### src/rtl/sprite_boxes_seq.sv
// Per-fighter collision box generator, registered once per video frame.
// Hurtbox always live; hitbox live only for a short window after entering an
// active attack state, and killed early once the collision checker reports a hit.
module sprite_boxes_seq #(
  parameter int CW         = 10,
  parameter int SPRITE_W   = 64,
  parameter int SPRITE_H   = 128,
  parameter int HURT_M     = 10,
  parameter int REC_M      = 5,
  parameter int HB_W_BASIC = 30,
  parameter int HB_H_BASIC = 60,
  parameter int HB_W_DIR   = 40,
  parameter int HB_H_DIR   = 48,
  parameter int ACT_FRAMES = 3
) (
  input  logic          i_clk,
  input  logic          i_rst,
  input  logic          i_frame_tick,
  input  logic [3:0]    i_state,
  input  logic          i_facing_left,
  input  logic [CW-1:0] i_sprite_x,
  input  logic [CW-1:0] i_sprite_y,
  input  logic          i_hit_ack,
  output logic [CW-1:0] o_hitbox_x1,
  output logic [CW-1:0] o_hitbox_x2,
  output logic [CW-1:0] o_hitbox_y1,
  output logic [CW-1:0] o_hitbox_y2,
  output logic [CW-1:0] o_hurtbox_x1,
  output logic [CW-1:0] o_hurtbox_x2,
  output logic [CW-1:0] o_hurtbox_y1,
  output logic [CW-1:0] o_hurtbox_y2,
  output logic          o_hitbox_active,
  output logic          o_hurtbox_active,
  output logic [7:0]    o_act_cnt
);

  // One spare bit so sums can exceed the screen and be clamped instead of wrapping.
  typedef logic [CW:0]   ext_t;
  typedef logic [CW-1:0] crd_t;

  localparam ext_t       XMAX    = ext_t'((1 << CW) - 1);
  localparam logic [3:0] ST_ATK  = 4'd4;
  localparam logic [3:0] ST_ATKR = 4'd5;
  localparam logic [3:0] ST_DIR  = 4'd7;
  localparam logic [3:0] ST_DIRR = 4'd8;
  localparam logic [7:0] ACT_LIM = 8'(ACT_FRAMES);

  function automatic crd_t sat(input ext_t v);
    return (v > XMAX) ? XMAX[CW-1:0] : v[CW-1:0];
  endfunction

  logic [3:0] r_prev_state;
  logic [7:0] r_act_cnt;
  logic       r_consumed;
  crd_t       r_hit_x1, r_hit_x2, r_hit_y1, r_hit_y2;
  crd_t       r_hurt_x1, r_hurt_x2, r_hurt_y1, r_hurt_y2;
  logic       r_hit_active, r_hurt_active;

  logic       w_is_act, w_same, w_clear, w_set, w_consumed_next, w_hit_active;
  logic [7:0] w_cnt_next;
  ext_t       w_sx, w_sy, w_m, w_hb_w, w_hb_h, w_hb_yoff, w_ldiff;
  crd_t       w_hurt_x1, w_hurt_x2, w_hurt_y2;
  crd_t       w_hit_x1, w_hit_x2, w_hit_y1, w_hit_y2;
  crd_t       w_rx1;

  // Next-frame window counter, consume latch and box geometry.
  always_comb begin
    w_is_act = (i_state == ST_ATK) || (i_state == ST_DIR);
    w_same   = (i_state == r_prev_state);

    w_cnt_next = 8'd0;
    if (w_is_act && w_same)
      w_cnt_next = (r_act_cnt == 8'hFF) ? 8'hFF : r_act_cnt + 8'd1;

    // Clear only happens on a tick and overrides a simultaneous set.
    w_clear         = i_frame_tick && (!w_is_act || !w_same);
    w_set           = i_hit_ack && r_hit_active;
    w_consumed_next = w_clear ? 1'b0 : (r_consumed || w_set);
    w_hit_active    = w_is_act && (w_cnt_next < ACT_LIM) && !w_consumed_next;

    w_sx = ext_t'(i_sprite_x);
    w_sy = ext_t'(i_sprite_y);

    w_m = ((i_state == ST_ATKR) || (i_state == ST_DIRR)) ? ext_t'(REC_M) : ext_t'(HURT_M);
    w_hurt_x1 = sat(w_sx + w_m);
    w_hurt_x2 = sat(w_sx + ext_t'(SPRITE_W) - w_m);
    w_hurt_y2 = sat(w_sy + ext_t'(SPRITE_H));

    if (i_state == ST_DIR) begin
      w_hb_w    = ext_t'(HB_W_DIR);
      w_hb_h    = ext_t'(HB_H_DIR);
      w_hb_yoff = ext_t'((SPRITE_H - HB_H_DIR) / 2);
    end else begin
      w_hb_w    = ext_t'(HB_W_BASIC);
      w_hb_h    = ext_t'(HB_H_BASIC);
      w_hb_yoff = ext_t'((SPRITE_H - HB_H_BASIC) / 2);
    end

    w_rx1   = sat(w_sx + ext_t'(SPRITE_W));
    w_ldiff = w_sx - w_hb_w;

    w_hit_x1 = '0;
    w_hit_x2 = '0;
    w_hit_y1 = '0;
    w_hit_y2 = '0;
    if (w_hit_active) begin
      w_hit_y1 = sat(w_sy + w_hb_yoff);
      w_hit_y2 = sat(ext_t'(w_hit_y1) + w_hb_h);
      if (i_facing_left) begin
        w_hit_x2 = i_sprite_x;
        w_hit_x1 = (w_sx >= w_hb_w) ? w_ldiff[CW-1:0] : '0;
      end else begin
        w_hit_x1 = w_rx1;
        w_hit_x2 = sat(ext_t'(w_rx1) + w_hb_w);
      end
    end
  end

  // Consume latch tracks every cycle; everything else loads only on the frame tick.
  always_ff @(posedge i_clk) begin
    if (i_rst) begin
      r_prev_state  <= '0;
      r_act_cnt     <= '0;
      r_consumed    <= 1'b0;
      r_hit_x1      <= '0;
      r_hit_x2      <= '0;
      r_hit_y1      <= '0;
      r_hit_y2      <= '0;
      r_hurt_x1     <= '0;
      r_hurt_x2     <= '0;
      r_hurt_y1     <= '0;
      r_hurt_y2     <= '0;
      r_hit_active  <= 1'b0;
      r_hurt_active <= 1'b0;
    end else begin
      r_consumed <= w_consumed_next;
      if (i_frame_tick) begin
        r_prev_state  <= i_state;
        r_act_cnt     <= w_cnt_next;
        r_hit_x1      <= w_hit_x1;
        r_hit_x2      <= w_hit_x2;
        r_hit_y1      <= w_hit_y1;
        r_hit_y2      <= w_hit_y2;
        r_hurt_x1     <= w_hurt_x1;
        r_hurt_x2     <= w_hurt_x2;
        r_hurt_y1     <= i_sprite_y;
        r_hurt_y2     <= w_hurt_y2;
        r_hit_active  <= w_hit_active;
        r_hurt_active <= 1'b1;
      end
    end
  end

  assign o_hitbox_x1      = r_hit_x1;
  assign o_hitbox_x2      = r_hit_x2;
  assign o_hitbox_y1      = r_hit_y1;
  assign o_hitbox_y2      = r_hit_y2;
  assign o_hurtbox_x1     = r_hurt_x1;
  assign o_hurtbox_x2     = r_hurt_x2;
  assign o_hurtbox_y1     = r_hurt_y1;
  assign o_hurtbox_y2     = r_hurt_y2;
  assign o_hitbox_active  = r_hit_active;
  assign o_hurtbox_active = r_hurt_active;
  assign o_act_cnt        = r_act_cnt;

endmodule
### config.mk
export PLATFORM = sky130hd
export DESIGN_NAME = sprite_boxes_seq
export DESIGN_NICKNAME = d
export VERILOG_FILES = /design/src/rtl/sprite_boxes_seq.sv
export SDC_FILE = /design/constraint.sdc
export NUM_CORES = 1
export LEC_CHECK = 0
export ABC_CLOCK_PERIOD_IN_PS = 8880
export BUFFER_PORTS_ARGS = -buffer_cell sky130_fd_sc_hd__buf_4
export CORE_ASPECT_RATIO = 0.7
export CORE_MARGIN = 2
export CORE_UTILIZATION = 25
export DETAILED_ROUTE_END_ITERATION = 12
export SYNTH_ARGS = -nofsm -noshare
export SYNTH_HDL_FRONTEND = slang
export SYNTH_SLANG_ARGS = --single-unit
### constraint.sdc
create_clock -name i_clk -period 8.88 [get_ports i_clk]
set_input_delay 1.332 -clock i_clk [delete_from_list [all_inputs] [get_ports i_clk]]
set_output_delay 1.332 -clock i_clk [all_outputs]
set_load 0.03 [all_outputs]
==> metrics.yaml <==
p_seq_frac: 0.395
dp_hpwl_mm: 14.32
ant_nets: 0
slowest_delay_ns: 0.44
p_sw_frac: 0.3038
max_slew_margin: 0.2256
cp_data_required_time_ns: 9.12
start_kind: "input pin"
ys_top_cells_by_area: "dfxtp_1 (33%), ha_1 (6.1%), nor2_1 (5.7%), a21oi_1 (5.4%), nand2_1 (5.0%)"
holdCritPathClass: "reg2reg"
wl_per_cell_um: 17.40
die_area_mm2: 0.02407
combPwrFrac: 0.218
syn_inst: 706
cap_violations: 0
die_h_um: 130.4
crit_type: "in2reg"
antenna_found_initial: 0
r2r_setup_slack_ns: 5.86
fin_tns_setup_ns: 0
arrival_ns: 4.98
grt.total_usage: 0.1590
drc: 0
io_pins: 119
crit_buf_inv: 2
grt_max_degree: 46
place.gp.congestion: 0.8842
core_mm2: 0.02250
antenna_cells_inserted: 0
synth_flop_cell: "dfxtp_1"
dr_total_vias: 5578
finalPower_mw: 1.156
p_clk_frac: 0.388
power.switching_uw: 351.2
grt_pass1_vias: 4936
yosysSeqAreaShare: 0.3333
holdWs_ns: 0.4461
fin_nets: 857
clk_pin_slew_ns: 0.07
h-tree-depth: 3
synth.distinct_cells: 75
area_delta_synth_final_pct: 25.17
ctsRootBufferMaster: "clkbuf_16"
internal_power_uw: 805.0
fin_worst_skew_ns: 0.008774
peakVddDrop_mv: 0.09453
path_cells: "buf_4 -> inv_1 -> ha_1 -> nand2b_1 -> o31a_1 -> o32ai_2 -> nand2_2 -> nand2_1 -> ha_1 -> a21oi_1 -> and3_1 -> a32oi_4 -> a221o_1 -> o311a_1"
cts_inserted_buffers: 9
fin_crit_sh: 0.5329
start_util: 0.2536
cpMaxStageDelayCell: "ha_1"
cts_tree: "yes"
syn-num-nets: 768
status: "completed"
via_per_inst: 5.016
clkLatencyLatePin_ns: 0.36
crit_fanout: 16
wirelength_mm: 19.35
endpoint_kind: "flop"
critPathMostFrequentCell: "ha_1"
io_buffer_count: 118
cts_setup_buffers: 0
firstDrtPassIters: 5
async_flop_share: 0
ctsHoldBuffers: 0
ys_ff_latch: 95
synthDominantCellAreaShare: 0.3333
synth-edff-count: 0
tightest_slew_ns: 1.157
grt_remaining_overflow: 0
drive_above_1_share: 0.1975
drv_slew: 0
rows: 46
clk_path_buf_depth: 2
hold_violations: 0
crit_family: "compound AO/OA/AOI/OAI gates"
period_minus_slack_ns: 4.732
syn_area_mm2: 0.005707
die_w_um: 184.6
cts.sinks: 95
p_per_area_mw_per_mm2: 161.9
grt_pass1_wl_mm: 29.28
yosysWarnings: 0
fmax_mhz: 211.3
drt_iter0_markers: 503
cts_resized: 0
synth_top_cell_by_area: "dfxtp_1"
syn_area_per_cell_um2: 8.083
rsz0062_at_grt: "false"
finalSetupViolCount: 0
leakage_nw: 2.935
## power groups by stage
stage	clock network, mW	registers [mW]	logic, mW
finish	0.448	0.456	0.252
CTS	0.461	0.456	0.250
global placement	0	0.465	0.249
floorplan	0	0.499	0.131
detailed placement	0	0.466	0.249
global route	0.479	0.458	0.274
## per-stage QoR
| step | cells | util | area, µm² | worst slack, ns |
|---|---|---|---|---|
| final | 1112 | 0.3174 | 7143 | 4.148 |
| after global routing | 1112 | 0.3174 | 7143 | 3.950 |
| after detailed placement | 1096 | 0.3022 | 6800 | 3.867 |
| after floorplan | 706 | - | 5707 | 4.553 |
| after CTS | 1112 | 0.3174 | 7143 | 4.253 |
| after global placement | 1096 | 0.3022 | 6800 | 3.995 |
## state kept, by name, indices dropped and copies added (netlist names)
name / cells
o_hurtbox_x2: 10
o_hitbox_x2: 10
o_hurtbox_active: 1
o_hurtbox_x1: 10
o_hitbox_y1: 10
r_prev_state: 4
r_consumed: 1
o_act_cnt: 8
o_hitbox_y2: 10
o_hitbox_x1: 10
o_hurtbox_y2: 10
o_hurtbox_y1: 10
o_hitbox_active: 1
## placed cells by master, fill, tap and decap left out, types with 5 or more instances in the layout
cell,n
clkbuf_16,9
nand2b_1,7
o21ai_1,6
nand3_1,13
a21o_1,7
o21ai_0,27
a21oi_1,62
xor2_1,10
o211ai_1,8
inv_1,28
nor2b_1,6
nor2_1,87
a31oi_1,8
a211oi_1,29
dfxtp_1,95
fa_1,5
a22oi_1,6
buf_4,121
o31ai_1,5
nor3_1,17
mux2i_1,18
xnor2_1,16
and2_1,6
nand4_1,8
o221ai_1,5
ha_1,28
nand2_1,76
## layout make-up
cell class                      instances  area (µm²)
Clock buffer                           12       266.5
Inverter                               29       108.9
Tap cell                              312       390.4
Timing Repair Buffer                  121       908.4
Sequential cell                        95        1902
Fill cell                            2422       15360
Clock inverter                          4       76.32
Multi-Input combinational cell        539        3491
## synth_stat cells (3+ instances only)
cell      instances
mux2i_1          18
buf_4             5
o21a_1            3
o211ai_1          8
a211oi_1         29
nor2b_1           6
clkbuf_1         27
o31ai_1           5
dfxtp_1          95
nand4_1           8
nor2_1           87
a21oi_1          62
and2_1            6
a311oi_1          4
o22ai_1           4
a21o_1            7
or3_1             3
or2_2             3
a41oi_1           3
ha_1             28
and3_1            4
xnor2_1          16
nand3_1          13
nor3_1           17
a22oi_1           6
buf_2             8
and4_1            3
o221ai_1          5
o21ai_0          27
o21ai_1           6
xor2_1           10
fa_1              5
a31oi_1           8
o311ai_0          3
o21bai_1          4
nand2_1          76
inv_1            28
mux2_2            3
nand2b_1          7
## logic make-up (layout without fill, tap and decap cells)
kind of cell | count (synthesis) | count (layout) | synth area share
AOI/OAI and AO/OA | 206 | 206 | 0.2467
xor gates and xnor gates | 26 | 26 | 0.03990
adders and majority gates | 33 | 33 | 0.07893
buffers and inverters | 72 | 166 | 0.05503
DFF | 95 | 95 | 0.3333
muxes | 21 | 21 | 0.03749
and+or+nand+nor | 253 | 253 | 0.2087
## per-layer routing
layer / up-vias / share of wire / wire length [µm] / GRT usage
met5: - / 0 / 0 / 0
met4: 0 / 0.0074 / 143 / 0.03765
met3: 20 / 0.095 / 1837 / 0.04961
met2: 236 / 0.38 / 7445 / 0.2048
met1: 2609 / 0.51 / 9925 / 0.2481
li1: 2713 / - / - / -
## worst min-delay path, delay by kind of cell (launching register included)
kind	cells	cell delay, ns
flip-flops	1	0.32
AND/OR/NAND/NOR	2	0.09
## final timing paths
kind,start,to,depth (start not counted)
worst max register to register,o_act_cnt[0],o_hitbox_x1[7],7
worst min-delay path,o_hitbox_x2[4],o_hitbox_x2[4],2
worst min register to register,o_hitbox_x2[4],o_hitbox_x2[4],2
worst max-delay path,i_sprite_x[6],o_hitbox_x2[9],14
Power figures use the tool's default switching activity.
